## src/rtl/pipeline_pkg.sv

```systemverilog
// -----------------------------------------------------------------------------
// pipeline_pkg
// Shared definitions for the execute -> memory -> writeback pipeline units.
//   NOP_INSTR    : encoding written into a slot that carries no instruction.
//   mem_state_t  : state encoding of the memory access stage FSM.
//   is_load()    : opcode classifier for loads (shared with writeback decode).
//   is_store()   : opcode classifier for stores.
// -----------------------------------------------------------------------------
package pipeline_pkg;

   localparam logic [31:0] NOP_INSTR = 32'hE1A00000;

   typedef enum logic [1:0] {
      IDLE = 2'd0,
      REQ  = 2'd1,
      WAIT = 2'd2,
      OUT  = 2'd3
   } mem_state_t;

   function automatic logic is_load(input logic [6:0] opcode);
      return (opcode[6:4] == 3'b110) || (opcode[6:3] == 4'b1000);
   endfunction

   function automatic logic is_store(input logic [6:0] opcode);
      return (opcode[6:4] == 3'b111) || (opcode[6:3] == 4'b1001);
   endfunction

endpackage

```

## src/rtl/pipeline_unit.sv

```systemverilog
// -----------------------------------------------------------------------------
// pipeline_unit
// Instruction decoder shared by the pipeline stages. Extracts the opcode field
// and classifies the instruction as a load or a store.
//   instr  : in  32  raw instruction word
//   is_ld  : out 1   instruction is a load
//   is_st  : out 1   instruction is a store
// -----------------------------------------------------------------------------
module pipeline_unit
   import pipeline_pkg::*;
(
   input  logic [31:0] instr,
   output logic        is_ld,
   output logic        is_st
);

   logic [6:0] opcode;
   // Only the opcode field matters for memory classification.
   logic       unused_fields;

   assign opcode        = instr[6:0];
   assign unused_fields = ^instr[31:7];
   assign is_ld         = is_load(opcode);
   assign is_st         = is_store(opcode);

endmodule

```

## src/rtl/mem_access_unit.sv

```systemverilog
// -----------------------------------------------------------------------------
// mem_access_unit
// Pipeline stage between execute and load writeback. Holds one instruction,
// runs a request/grant/response data-memory access for loads and stores, and
// presents the instruction, its branch tag and load data to writeback.
//
// Handshake: upstream transfers an instruction on a rising edge where
// valid_in && ready_out; downstream consumes the output slot on a rising edge
// where the stage is in OUT and stall_in is low. Memory: a request is
// transferred on an edge where mem_req && mem_gnt; the response is taken on
// the first edge with mem_rvalid after (or together with) the grant.
//
// Ports:
//   clk, rst                 clock, synchronous active-high reset
//   instr_in, valid_in       instruction from execute and its valid
//   ready_out                stage can accept an instruction this cycle
//   branch_in, branch_ref    tag of instr_in, current branch tag
//   addr_in, wdata_in        effective address and store data
//   mem_req/we/addr/wdata    data-memory request
//   mem_gnt, mem_rvalid,
//   mem_rdata                grant, response valid, load data
//   instr_out, branch_value,
//   valid_out, ldr_data_out  writeback slot
//   stall_in                 writeback cannot accept, hold the slot
//   mem_err                  one-cycle pulse when an access times out
//   state_dbg                current FSM state
// -----------------------------------------------------------------------------
module mem_access_unit
   import pipeline_pkg::*;
#(
   parameter int unsigned TIMEOUT = 255
) (
   input  logic        clk,
   input  logic        rst,
   input  logic [31:0] instr_in,
   input  logic        valid_in,
   output logic        ready_out,
   input  logic        branch_in,
   input  logic        branch_ref,
   input  logic [31:0] addr_in,
   input  logic [31:0] wdata_in,
   output logic        mem_req,
   output logic        mem_we,
   output logic [31:0] mem_addr,
   output logic [31:0] mem_wdata,
   input  logic        mem_gnt,
   input  logic        mem_rvalid,
   input  logic [31:0] mem_rdata,
   output logic [31:0] instr_out,
   output logic        branch_value,
   output logic        valid_out,
   output logic [31:0] ldr_data_out,
   input  logic        stall_in,
   output logic        mem_err,
   output mem_state_t  state_dbg
);

   // The counter is 8 bits wide, so larger limits behave as 255.
   localparam logic [7:0] TIMEOUT_CNT = (TIMEOUT > 255) ? 8'hFF : 8'(TIMEOUT);

   mem_state_t  state_q, state_d;
   logic [31:0] slot_instr_q, slot_instr_d;
   logic        slot_tag_q, slot_tag_d;
   logic        slot_ld_q, slot_ld_d;
   logic        slot_bubble_q, slot_bubble_d;
   logic        mem_we_q, mem_we_d;
   logic [31:0] mem_addr_q, mem_addr_d;
   logic [31:0] mem_wdata_q, mem_wdata_d;
   logic [31:0] instr_out_q, instr_out_d;
   logic        branch_value_q, branch_value_d;
   logic        valid_out_q, valid_out_d;
   logic [31:0] ldr_data_q, ldr_data_d;
   logic        mem_err_q, mem_err_d;
   logic [7:0]  tcnt_q, tcnt_d;

   logic        in_ld, in_st, in_bubble, in_mem;
   logic        slot_squash;
   logic [7:0]  tcnt_inc;
   logic        accept, present, present_bubble;
   logic        unused_addr_lsb;

   pipeline_unit u_decode (
      .instr (instr_in),
      .is_ld (in_ld),
      .is_st (in_st)
   );

   assign unused_addr_lsb = ^addr_in[1:0];

   // An instruction arriving with a stale tag becomes a bubble immediately and
   // never reaches memory.
   assign in_bubble   = (branch_in != branch_ref);
   assign in_mem      = (in_ld | in_st) & ~in_bubble;
   assign slot_squash = (slot_tag_q != branch_ref);
   assign tcnt_inc    = (tcnt_q == 8'hFF) ? tcnt_q : tcnt_q + 8'd1;

   always_comb begin
      state_d        = state_q;
      slot_instr_d   = slot_instr_q;
      slot_tag_d     = slot_tag_q;
      slot_ld_d      = slot_ld_q;
      slot_bubble_d  = slot_bubble_q;
      mem_we_d       = mem_we_q;
      mem_addr_d     = mem_addr_q;
      mem_wdata_d    = mem_wdata_q;
      instr_out_d    = instr_out_q;
      branch_value_d = branch_value_q;
      valid_out_d    = valid_out_q;
      ldr_data_d     = ldr_data_q;
      mem_err_d      = 1'b0;
      tcnt_d         = tcnt_q;
      accept         = 1'b0;
      present        = 1'b0;
      present_bubble = 1'b0;

      case (state_q)
         IDLE: accept = valid_in;

         REQ: begin
            if (slot_squash) begin
               // Request is withdrawn combinationally this cycle (see mem_req).
               present        = 1'b1;
               present_bubble = 1'b1;
               state_d        = OUT;
            end else if (mem_gnt && mem_rvalid) begin
               present        = 1'b1;
               present_bubble = slot_bubble_q;
               state_d        = OUT;
            end else if (mem_gnt) begin
               tcnt_d  = '0;
               state_d = WAIT;
            end
         end

         WAIT: begin
            tcnt_d = tcnt_inc;
            if (mem_rvalid) begin
               // A granted access must still drain; a squash only discards it.
               present        = 1'b1;
               present_bubble = slot_bubble_q | slot_squash;
               state_d        = OUT;
            end else if (tcnt_inc >= TIMEOUT_CNT) begin
               present        = 1'b1;
               present_bubble = 1'b1;
               mem_err_d      = 1'b1;
               state_d        = OUT;
            end else if (slot_squash) begin
               slot_bubble_d = 1'b1;
            end
         end

         OUT: begin
            if (slot_squash) begin
               slot_bubble_d = 1'b1;
               instr_out_d   = NOP_INSTR;
               valid_out_d   = 1'b0;
               ldr_data_d    = '0;
            end
            if (!stall_in) begin
               if (valid_in) begin
                  accept = 1'b1;
               end else begin
                  state_d     = IDLE;
                  instr_out_d = NOP_INSTR;
                  valid_out_d = 1'b0;
                  ldr_data_d  = '0;
               end
            end
         end

         default: state_d = IDLE;
      endcase

      // Load the writeback slot from the finished memory access.
      if (present) begin
         slot_bubble_d  = present_bubble;
         instr_out_d    = present_bubble ? NOP_INSTR : slot_instr_q;
         valid_out_d    = ~present_bubble;
         ldr_data_d     = (slot_ld_q && !present_bubble) ? mem_rdata : '0;
         branch_value_d = slot_tag_q;
      end

      // Accept a new instruction (from IDLE, or directly out of a consumed OUT).
      if (accept) begin
         slot_instr_d  = instr_in;
         slot_tag_d    = branch_in;
         slot_ld_d     = in_ld;
         slot_bubble_d = in_bubble;
         if (in_mem) begin
            mem_we_d    = in_st;
            mem_addr_d  = {addr_in[31:2], 2'b00};
            mem_wdata_d = wdata_in;
            instr_out_d = NOP_INSTR;
            valid_out_d = 1'b0;
            ldr_data_d  = '0;
            state_d     = REQ;
         end else begin
            instr_out_d    = in_bubble ? NOP_INSTR : instr_in;
            valid_out_d    = ~in_bubble;
            ldr_data_d     = '0;
            branch_value_d = branch_in;
            state_d        = OUT;
         end
      end
   end

   always_ff @(posedge clk) begin
      if (rst) begin
         state_q        <= IDLE;
         slot_instr_q   <= NOP_INSTR;
         slot_tag_q     <= 1'b0;
         slot_ld_q      <= 1'b0;
         slot_bubble_q  <= 1'b0;
         mem_we_q       <= 1'b0;
         mem_addr_q     <= '0;
         mem_wdata_q    <= '0;
         instr_out_q    <= NOP_INSTR;
         branch_value_q <= 1'b0;
         valid_out_q    <= 1'b0;
         ldr_data_q     <= '0;
         mem_err_q      <= 1'b0;
         tcnt_q         <= '0;
      end else begin
         state_q        <= state_d;
         slot_instr_q   <= slot_instr_d;
         slot_tag_q     <= slot_tag_d;
         slot_ld_q      <= slot_ld_d;
         slot_bubble_q  <= slot_bubble_d;
         mem_we_q       <= mem_we_d;
         mem_addr_q     <= mem_addr_d;
         mem_wdata_q    <= mem_wdata_d;
         instr_out_q    <= instr_out_d;
         branch_value_q <= branch_value_d;
         valid_out_q    <= valid_out_d;
         ldr_data_q     <= ldr_data_d;
         mem_err_q      <= mem_err_d;
         tcnt_q         <= tcnt_d;
      end
   end

   assign ready_out    = (state_q == IDLE) || ((state_q == OUT) && !stall_in);
   assign mem_req      = (state_q == REQ) && !slot_squash;
   assign mem_we       = mem_we_q;
   assign mem_addr     = mem_addr_q;
   assign mem_wdata    = mem_wdata_q;
   assign instr_out    = instr_out_q;
   assign branch_value = branch_value_q;
   assign valid_out    = valid_out_q;
   assign ldr_data_out = ldr_data_q;
   assign mem_err      = mem_err_q;
   assign state_dbg    = state_q;

endmodule
```

## config.mk

```make
export PLATFORM = sky130hd
export DESIGN_NAME = mem_access_unit
export DESIGN_NICKNAME = d
export VERILOG_FILES = /design/src/rtl/pipeline_pkg.sv /design/src/rtl/pipeline_unit.sv /design/src/rtl/mem_access_unit.sv
export SDC_FILE = /design/constraint.sdc
export NUM_CORES = 1
export LEC_CHECK = 0
export CELL_PAD_IN_SITES_DETAIL_PLACEMENT = 2
export CELL_PAD_IN_SITES_GLOBAL_PLACEMENT = 2
export CORE_UTILIZATION = 22
export DETAILED_ROUTE_END_ITERATION = 8
export PLACE_DENSITY_LB_ADDON = 0.2
export SLEW_MARGIN = 20
export SYNTH_ARGS = -nofsm -noshare
export SYNTH_HDL_FRONTEND = slang
export SYNTH_SLANG_ARGS = --single-unit
```

## constraint.sdc

```tcl
create_clock -name clk -period 2.18 [get_ports clk]
set_input_delay 0.436 -clock clk [delete_from_list [all_inputs] [get_ports clk]]
set_output_delay 0.436 -clock clk [all_outputs]
set_load 0.01 [all_outputs]
```

Yosys cells after proc, flatten, opt, wreduce, memory -nomap -nowiden
Index checks and enable logic that the tools add are counted.
{"block": "op_classes", "reduce_logical": 22, "n_eq_ne": 19, "n_bitwise": 6, "magnitude_cmp": 1, "muxes": 58, "addsub": 1}
{"op": "$mux 32", "count": 15}
{"op": "$mux 8", "count": 4}
{"op": "$mux 1", "count": 24}
{"op": "$mux 2", "count": 9}
{"op": "$pmux 8 s2", "count": 1}
{"op": "$ne 4x4->1 const B", "count": 3}
{"op": "$add 8x1->8 const B", "count": 1}
{"op": "$eq 4x4->1 const B", "count": 2}
{"op": "$eq 8x8->1 const B", "count": 1}
{"op": "$ge 8x8->1 const B", "count": 1}
{"op": "$pmux 1 s2", "count": 4}
{"op": "$reduce_bool 4->1", "count": 2}
{"op": "$eq 3x3->1 const B", "count": 2}
{"op": "$ne 2x2->1 const B", "count": 3}
{"op": "$ne 3x3->1 const B", "count": 2}
{"op": "$pmux 2 s3", "count": 1}
{"op": "$ne 5x5->1 const B", "count": 1}
{"op": "$reduce_and 5->1", "count": 1}
{"op": "$eq 2x2->1 const B", "count": 2}
{"op": "$logic_and 1x1->1", "count": 4}
{"op": "$reduce_and 4->1", "count": 1}
{"op": "$reduce_bool 2->1", "count": 2}
{"op": "$logic_not 1->1", "count": 3}
{"op": "$logic_or 1x1->1", "count": 3}
{"op": "other kinds (11)", "count": 15}
{"block": "totals", "reg_bits": 175, "word_cells": 121, "inputBits": 136}

Longest topological paths before layout
Gate-level depths: netlist of run 1.
{"block": "logic_depth", "ltp_word": 10, "mapped_depth": 10, "ltp_nobuf": 8}

By module
A second synthesis of run 1 with hierarchy kept.
{"block": "hier_totals", "hier_cells": 771, "area_unflattened_um2": 6708.9}
{"mod": "mem_access_unit", "cells_per_inst": 766, "area_per_inst_um2": 6680.2, "instances": 1}
{"mod": "pipeline_unit", "cells_per_inst": 5, "area_per_inst_um2": 28.8, "instances": 1}

Least setup slack after synthesis of run 1
Ideal clock, no wire load.
{"block": "synth_path", "kind": "reg2reg", "start": "register state_q[0] (netlist: state_dbg[0])", "end": "register mem_wdata_q[2] (netlist: mem_wdata[2])", "path_stages_with_launch": 10, "slack_ns": -0.060, "setup_ns": 0.132, "arrival_ns": 2.108, "t_required_ns": 2.048, "path_cell_list": "dfxtp_1 > inv_1 > ha_1 > or3b_1 > buf_2 > or2_1 > clkbuf_1 > clkbuf_1 > nand2_1 > a21oi_1"}
{"block": "synth_via", "elab_chain_len": 3, "elab_cells_between_ends": 4}
{"item": "start, declared", "line": "mem_access_unit.sv:61", "source": "mem_state_t state_q, state_d;"}
{"item": "start signal, assigned", "line": "mem_access_unit.sv:224", "source": "state_q <= state_d;"}
{"item": "$eq 2x2->1 or $logic_not 2->1 (tied branches)", "line": "mem_access_unit.sv:116", "source": "case (state_q)"}
{"item": "$pmux 1 s2 (*)", "line": "mem_access_unit.sv:116"}
{"item": "$reduce_and 2->1 (no source line) (*)"}
{"item": "end signal, assigned", "line": "mem_access_unit.sv:231", "source": "mem_wdata_q <= mem_wdata_d;"}
{"item": "end, declared", "line": "mem_access_unit.sv:68", "source": "logic [31:0] mem_wdata_q, mem_wdata_d;"}
Mark *: on every way between the ends. The rest lies on a longest branch, timed or not.
A chain may end at the register's enable or synchronous reset.

Final worst setup path of run 1
{"block": "layout_path", "start": "register tcnt_q[1]", "end": "register ldr_data_q[27] (netlist: ldr_data_out[27])"}
{"block": "layout_via", "elab_chain_len": 10, "elab_cells_between_ends": 14}
{"item": "start, declared", "line": "mem_access_unit.sv:74", "source": "logic [7:0] tcnt_q, tcnt_d;"}
{"item": "start signal, assigned", "line": "mem_access_unit.sv:237", "source": "tcnt_q <= tcnt_d;"}
{"item": "$add 8x1->8 or $eq 8x8->1 (tied branches)", "line": "mem_access_unit.sv:95", "source": "assign tcnt_inc = (tcnt_q == 8'hFF) ? tcnt_q : tcnt_q + 8'd1;"}
{"item": "$mux 8 (*)", "line": "mem_access_unit.sv:95"}
{"item": "$ge 8x8->1 (*)", "line": "mem_access_unit.sv:142", "source": "end else if (tcnt_inc >= TIMEOUT_CNT) begin"}
{"item": "$mux 1 (*)", "line": "mem_access_unit.sv:142"}
{"item": "$mux 1", "line": "mem_access_unit.sv:137", "source": "if (mem_rvalid) begin"}
{"item": "$pmux 1 s2", "line": "mem_access_unit.sv:116"}
{"item": "$logic_not 1->1", "line": "mem_access_unit.sv:179", "source": "ldr_data_d = (slot_ld_q && !present_bubble) ? mem_rdata : '0;"}
{"item": "$logic_and 1x1->1", "line": "mem_access_unit.sv:179"}
{"item": "$mux 32", "line": "mem_access_unit.sv:179"}
{"item": "$mux 32", "line": "mem_access_unit.sv:175", "source": "if (present) begin"}
{"item": "end signal, assigned", "line": "mem_access_unit.sv:235", "source": "ldr_data_q <= ldr_data_d;"}
{"item": "end, declared", "line": "mem_access_unit.sv:72", "source": "logic [31:0] ldr_data_q, ldr_data_d;"}
Marks and branches as above.

==> summary.md, run 1 <==
| Metric | Value |
|---|---|
| Top Ports | about 270 |
| Global-route wire length before repair | 45860 um |
| Worst hold path cell count | 2 |
| Reg2reg path depth | 10 |
| CP Class | reg -> reg |
| Worst skew pair latency | 0.44 ns |
| Top cell by count, worst path | buf_12 |
| Worst path bufs/invs | 3 |
| Cell Chain, Critical Path | ha_4, xnor2_2, o32a_1, nor4_4, and3_4, buf_4, buf_12, nor2_4, buf_12, o32ai_2 |
| Die extent in y | around 180 um |
| Starting Density | about 23% |
| DP Area | between 10000 and 15000 um2 |
| Yosys cell types | between 60 and 70 |
| TNS Setup | 0 ns |
| Vias in the first global route | 8042 |
| Initial antenna violation count | 0 |
| Number of synthesized register bits | roughly 180 |
| Post-Route Hold Slack | between 0.4 and 0.5 ns |
| Clock-pin slew on the worst setup and hold paths | roughly 0.080 ns |
| Synthesized area | around 7000 um2 |
| Max H-tree Level | 4 |
| Final setup viols | 0 |
| Routed vias | ~7500 |
| Cell Rows | 65 |
| Ys async rst share | 0% |
| Grt ovf | 0 |
| CP required | roughly 2.5 ns |
| Num Clock Sinks | around 180 |
| Post-DP HPWL | slightly above 20000 um |
| Worst Setup Start Kind | flop |
| Global placer's final weighted congestion | approximately 0.77 |
| Final WL | 29850 um |
| Pwr Density | about 900 nW/um2 |
| Crit-path max FO | 9 |
| Post-synth top area share | between 40% and 50% |
| Total power | ~11000 uW |
| Max-slew violation count | 0 |
| CP peak stage delay | 0.34 ns |
| CTS tree | done |
| Standby leakage power | about 0.0042 uW |
| Levels on crit path | 10 |
| Mean Syn Cell Area | 8.397 um2 |
| EDFF count, synth | 0 |
| Filler cells | ~3500 |
| GRT Util Overall | about 18% |
| Synth top area cells | dfxtp_1, nand2_1, a21oi_1, o32ai_2, a22oi_1 |
| Fraction of layout cells with a size suffix above 1 | between 10% and 20% |
| TritonCTS Buffers | 17 |
| Clk_skew | about 0.020 ns |
| WL/cell | between 15 and 20 um |
| Max-cap violation count | 0 |
| Pre-antenna DRT Iters | 4 |
| DRT antenna net count | 0 |
| Nets | roughly 1300 |
| Final non-filler cell total | roughly 1600 |
| Ys flop type | dfxtp_1 |
| Synthesis warning total | 0 |
| # diodes | 0 |
| Cell taking the most area after synthesis | dfxtp_1 |
| Maximum buffer depth of the clock tree | 2 |
| Port-buffer cells | roughly 270 |
| Outcome | finished clean |
| Maximum number of pins on one net before global-route repair | a little over 80 |
| Internal reg-to-reg setup slack | roughly 0.012 ns |
| RSZ-0062 raised after global routing | yes |
| Hold Vio Cnt, Final | 0 |
| Setup crit end kind | flop |
| Via density | roughly 4.6 |
| Sequential area share after synthesis | ~49% |
| DRC violations left | 0 |
| Chip width | about 180 um |
| Worst path slowest cell | dfxtp_2 |
| CTS root buffer | clkbuf_16 |
| Worst hold path class | reg -> reg |
| Synthesized instance count | ~860 |
| Tmin final | 2.168 ns |
| Area delta synth->final | 66.99% |
| Max IR drop VDD | 0.5074 mV |
| Design Area, Final | 12050 um2 |
| Placed cell count | about 1600 |
| Seq. cell area | roughly 3500 um2 |
| Crit path DAT | 2.52 ns |
| Core box area | between 30000 and 40000 um2 |
| Multi-input gate area | roughly 3400 um2 |
| Fin crit share | around 100% |
| DIE AREA | around 34000 um2 |
| Iter 0 DRT Violations | approximately 290 |
| CP delay by family, top | compound AO/OA/AOI/OAI gates |
| F_max | roughly 460 MHz |
==> layout by cell type, fill, tap and decap left out, types with 5 or more instances in the layout <==
cell type / instances
buf_12: 18
o22ai_1: 7
buf_6: 7
a22oi_1: 27
a32oi_1: 5
dfxtp_1: 168
nor3_1: 12
o32ai_2: 18
inv_1: 31
nand3_1: 36
o21ai_0: 7
o21bai_1: 6
buf_4: 74
clkbuf_16: 20
o32ai_1: 5
nand2_1: 227
nor2_1: 17
nand3b_1: 6
clkdlybuf4s50_1: 264
a21oi_1: 128
==> where the power goes <==
part	total [uW]	internal, uW	leakage, uW	switching (uW)
clock network	3310	1870	0.000297	1450
logic	3850	1850	0.00245	2010
registers	3700	3510	0.00142	190
==> synth_stat cells, types with 7 or more instances <==
cell	number
nand2_1	230
dfxtp_1	175
a21oi_1	130
clkbuf_1	43
nand3_1	36
inv_1	32
a22oi_1	27
nor2_1	18
o32ai_2	18
buf_2	14
nor3_1	13
o22ai_1	8
o21ai_0	7
==> repair_timing <==
item	in CTS	in global routing
buffers inserted	12	10
gates cloned	3	3
endpoints found under the hold margin	0	0
pin swaps	12	25
hold buffers	0	0
resized for setup	28	36
setup endpoints to repair	137	85
==> cells by family (layout without fill, tap and decap cells) <==
kind of cell	count (synthesis)	count (layout)	synth area share, %
AO/OA/AOI/OAI	231	231	22.12
adder cells (fa/ha/maj)	6	6	1.041
other	1	2	0.05199
buffers and inverters	101	436	6.557
multiplexers	1	1	0.1388
AND/OR/NAND/NOR	339	340	20.92
XOR/XNOR	5	5	0.6072
flip-flops	175	175	48.57
==> path summary, 6_finish.rpt <==
kind | start | to
max | tcnt_q[1]$_SDFFE_PP0P_ | ldr_data_out[27]$_SDFFE_PP0P_
min | mem_addr[7]$_SDFFE_PP0P_ | mem_addr[7]$_SDFFE_PP0P_
max reg2reg | tcnt_q[1]$_SDFFE_PP0P_ | ldr_data_out[27]$_SDFFE_PP0P_
min reg2reg | mem_addr[7]$_SDFFE_PP0P_ | mem_addr[7]$_SDFFE_PP0P_
==> worst min-delay path: stages (launching register included) <==
cell,delay (ns)
dfxtp_1,0.31
nand2_1,0.05
a21oi_1,0.05
==> through the flow <==
step	setup slack, ns	utilization, %
final	0.01169	37.78
after global routing	-0.09850	37.78
after CTS	-0.09702	36.96
after detailed placement	-0.4680	34.01
after global placement	-0.4235	34.01
after floorplan	0.02684	-
==> final cells by class <==
class,instances,share of cell area (%)
clock buffers,19,3.677
repair buffers,372,31.61
well taps,435,4.519
clock inverters,13,1.475
flip-flops and latches,175,29.22
multi-input cells,585,28.50
inverters,32,0.9972
==> state kept, by name, indices dropped and copies added, names as in the netlist <==
name           flops
mem_err            1
state_dbg          2
slot_ld_q          1
slot_tag_q         1
tcnt_q             8
slot_instr_q      32
branch_value       1
instr_out         32
mem_we             1
valid_out          1
mem_addr          30
mem_wdata         32
ldr_data_out      32
slot_bubble_q      1
==> routing by layer <==
layer	track usage (%)	wire length (um)
met1	20.71	12670
met2	31.53	15120
met3	5.262	1683
met4	5.167	380
met5	0	0
(Power assumes the default switching activity.)
==> run 2, diff against run 1 <==
--- a/config.mk
+++ b/config.mk
@@ -7,6 +7,7 @@
 export LEC_CHECK = 0
 export CELL_PAD_IN_SITES_DETAIL_PLACEMENT = 2
 export CELL_PAD_IN_SITES_GLOBAL_PLACEMENT = 2
+export CORE_MARGIN = 1.5
 export CORE_UTILIZATION = 22
 export DETAILED_ROUTE_END_ITERATION = 8
 export PLACE_DENSITY_LB_ADDON = 0.2
==> summary.md, run 2 (same netlist as run 1, synthesis figures left out) <==
| Metric | Value |
|---|---|
| Outcome | finished clean |
| Nets | about 1300 |
| Slew @ Worst Pin | 0.5070 ns |
| Commonest non-fill, non-tap cells in the layout | clkdlybuf4s50_1, nand2_1, dfxtp_1 |
| CTS root buffer | clkbuf_16 |
| Worst skew pair latency | 0.45 ns |
| Post-Route Hold Slack | 0.4550 ns |
| Hold Vio Cnt, Final | 0 |
| Top cell by count, worst path | buf_4 |
| Clock-pin slew on the worst setup and hold paths | roughly 0.080 ns |
| Setup crit end kind | flop |
| Worst path slowest cell | dfxtp_2 |
| Max IR drop VDD | roughly 0.57 mV |
| Top Ports | 272 |
| Final WL | around 30000 um |
| Worst Setup Start Kind | flop |
| F_max | ~470 MHz |
| Max-cap violation count | 0 |
| Num Clock Sinks | 175 |
| GRT Util Overall | between 10% and 20% |
| Global placer's final weighted congestion | ~0.75 |
| Crit-path max FO | 6 |
| Initial antenna violation count | 0 |
| Vias in the first global route | between 8000 and 9000 |
| Max-slew violation count | 0 |
| CP delay by family, top | buffers and inverters |
| Clk_skew | 0.01402 ns |
| Worst hold path class | reg -> reg |
| Standby leakage power | ~0.0043 uW |
| WL/cell | between 15 and 20 um |
| Port-buffer cells | 267 |
| Via density | between 4 and 5 |
| Cell Rows | 66 |
| Crit path DAT | ~2.5 ns |
| Final WS setup | approximately 0.031 ns |
| Routed vias | 7508 |
| CTS tree | done |
| Relative slew slack | approximately 66% |
| DRC violations left | 0 |
| Pre-antenna DRT Iters | 4 |
| Leading cell type in the layout, fill and taps excluded | clkdlybuf4s50_1 |
| DIE AREA | approximately 34000 um2 |
| Worst path bufs/invs | 6 |
| Chip width | ~180 um |
| CP peak stage delay | around 0.33 ns |
| Final setup viols | 0 |
| Cell Chain, Critical Path | buf_6, ha_4, a21oi_2, buf_4, nor3b_4, buf_6, buf_4, nor3_4, buf_4, clkbuf_16, nand3_1, a21oi_1 |
| Starting Density | about 22% |
| Die extent in y | 184.1 um |
| CP Class | reg -> reg |
| Core box area | roughly 32000 um2 |
| RSZ-0062 raised after global routing | yes |
| Area delta synth->final | 73.03% |
| Fraction of layout cells with a size suffix above 1 | around a fifth |
| TritonCTS Buffers | 17 |
| DP Worst Slack | -0.4441 ns |
| DRT antenna net count | 0 |
| Max H-tree Level | 4 |
| Maximum number of pins on one net before global-route repair | 82 |
| Global-route wire length before repair | 45530 um |
| Pwr Density | around 900 nW/um2 |
| Maximum buffer depth of the clock tree | 2 |
| DP Area | roughly 11000 um2 |
| Design Area, Final | about 12000 um2 |
| Fin crit share | between 90% and 100% |
| CP required | approximately 2.6 ns |
| Post-CTS Hold Buffers | 0 |
| Grt ovf | 0 |
| Post-DP HPWL | just over 20000 um |
| Total power | between 10000 and 15000 uW |
| TNS Setup | 0 ns |
| Tmin final | roughly 2.1 ns |
| Iter 0 DRT Violations | around 250 |
==> run 2: cell count changes in the layout (fill, tap and decap cells not counted), sizes merged <==
cell,delta
clkinvlp,+1
clkinv,+1
clkdlybuf4s15,+1
bufbuf,+1
diode,+1
inv,-1
clkbuf,+1
buf,+5
==> run 2: metal layers <==
layer | global-route usage (%) | share of wire (%) | vias to the layer above
met5 | 0 | 0 | -
met4 | 4.230 | 1.3 | 0
met3 | 6.181 | 5.6 | 21
met2 | 30.18 | 50 | 159
met1 | 21.00 | 43 | 3702
li1 | - | - | 3626
==> run 2: report_power, final <==
group          internal [uW]  switching, uW
registers               3510            178
logic                   2040           2170
clock network           1860           1450
==> run 2: worst paths after layout <==
path / from / end / slack (ns) / cells after the start
setup / recovery: state_dbg[0]$_SDFFE_PP0P_ / instr_out[6]$_SDFFE_PP0P_ / 0.03 / 12
hold reg to reg: mem_addr[10]$_SDFFE_PP0P_ / mem_addr[10]$_SDFFE_PP0P_ / 0.46 / 2
hold / removal: mem_addr[10]$_SDFFE_PP0P_ / mem_addr[10]$_SDFFE_PP0P_ / 0.46 / 2
setup reg to reg: state_dbg[0]$_SDFFE_PP0P_ / instr_out[6]$_SDFFE_PP0P_ / 0.03 / 12
==> run 2: cell type report <==
class,count,area [um2]
Antenna cell,1,2.502
Clock buffer,18,439.2
Clock inverter,14,181.4
Fill cell,3582,19890
Inverter,32,120.1
Multi-Input combinational cell,585,3649
Sequential cell,175,3515
Tap cell,442,553.0
Timing Repair Buffer,381,4021
==> run 2: worst min-delay path, delay by kind of cell (launching register included) <==
family	cells	cell delay, ns
and+or+nand+nor	1	0.05
DFF	1	0.31
AOI/OAI and AO/OA	1	0.05
==> run 2: metrics by stage <==
step           utilization (%)  instances
2_1_floorplan                -        860
3_3_place_gp             33.87       1590
3_5_place_dp             33.87       1590
4_1_cts                  36.85       1632
5_1_grt                  38.55       1647
6_report                 38.56       1648
==> run 2: repair_timing <==
item,CTS,global route
buffers inserted,5,11
resized for setup,42,70
endpoints found under the setup margin,109,130
pin swaps,31,39
gates cloned,5,6
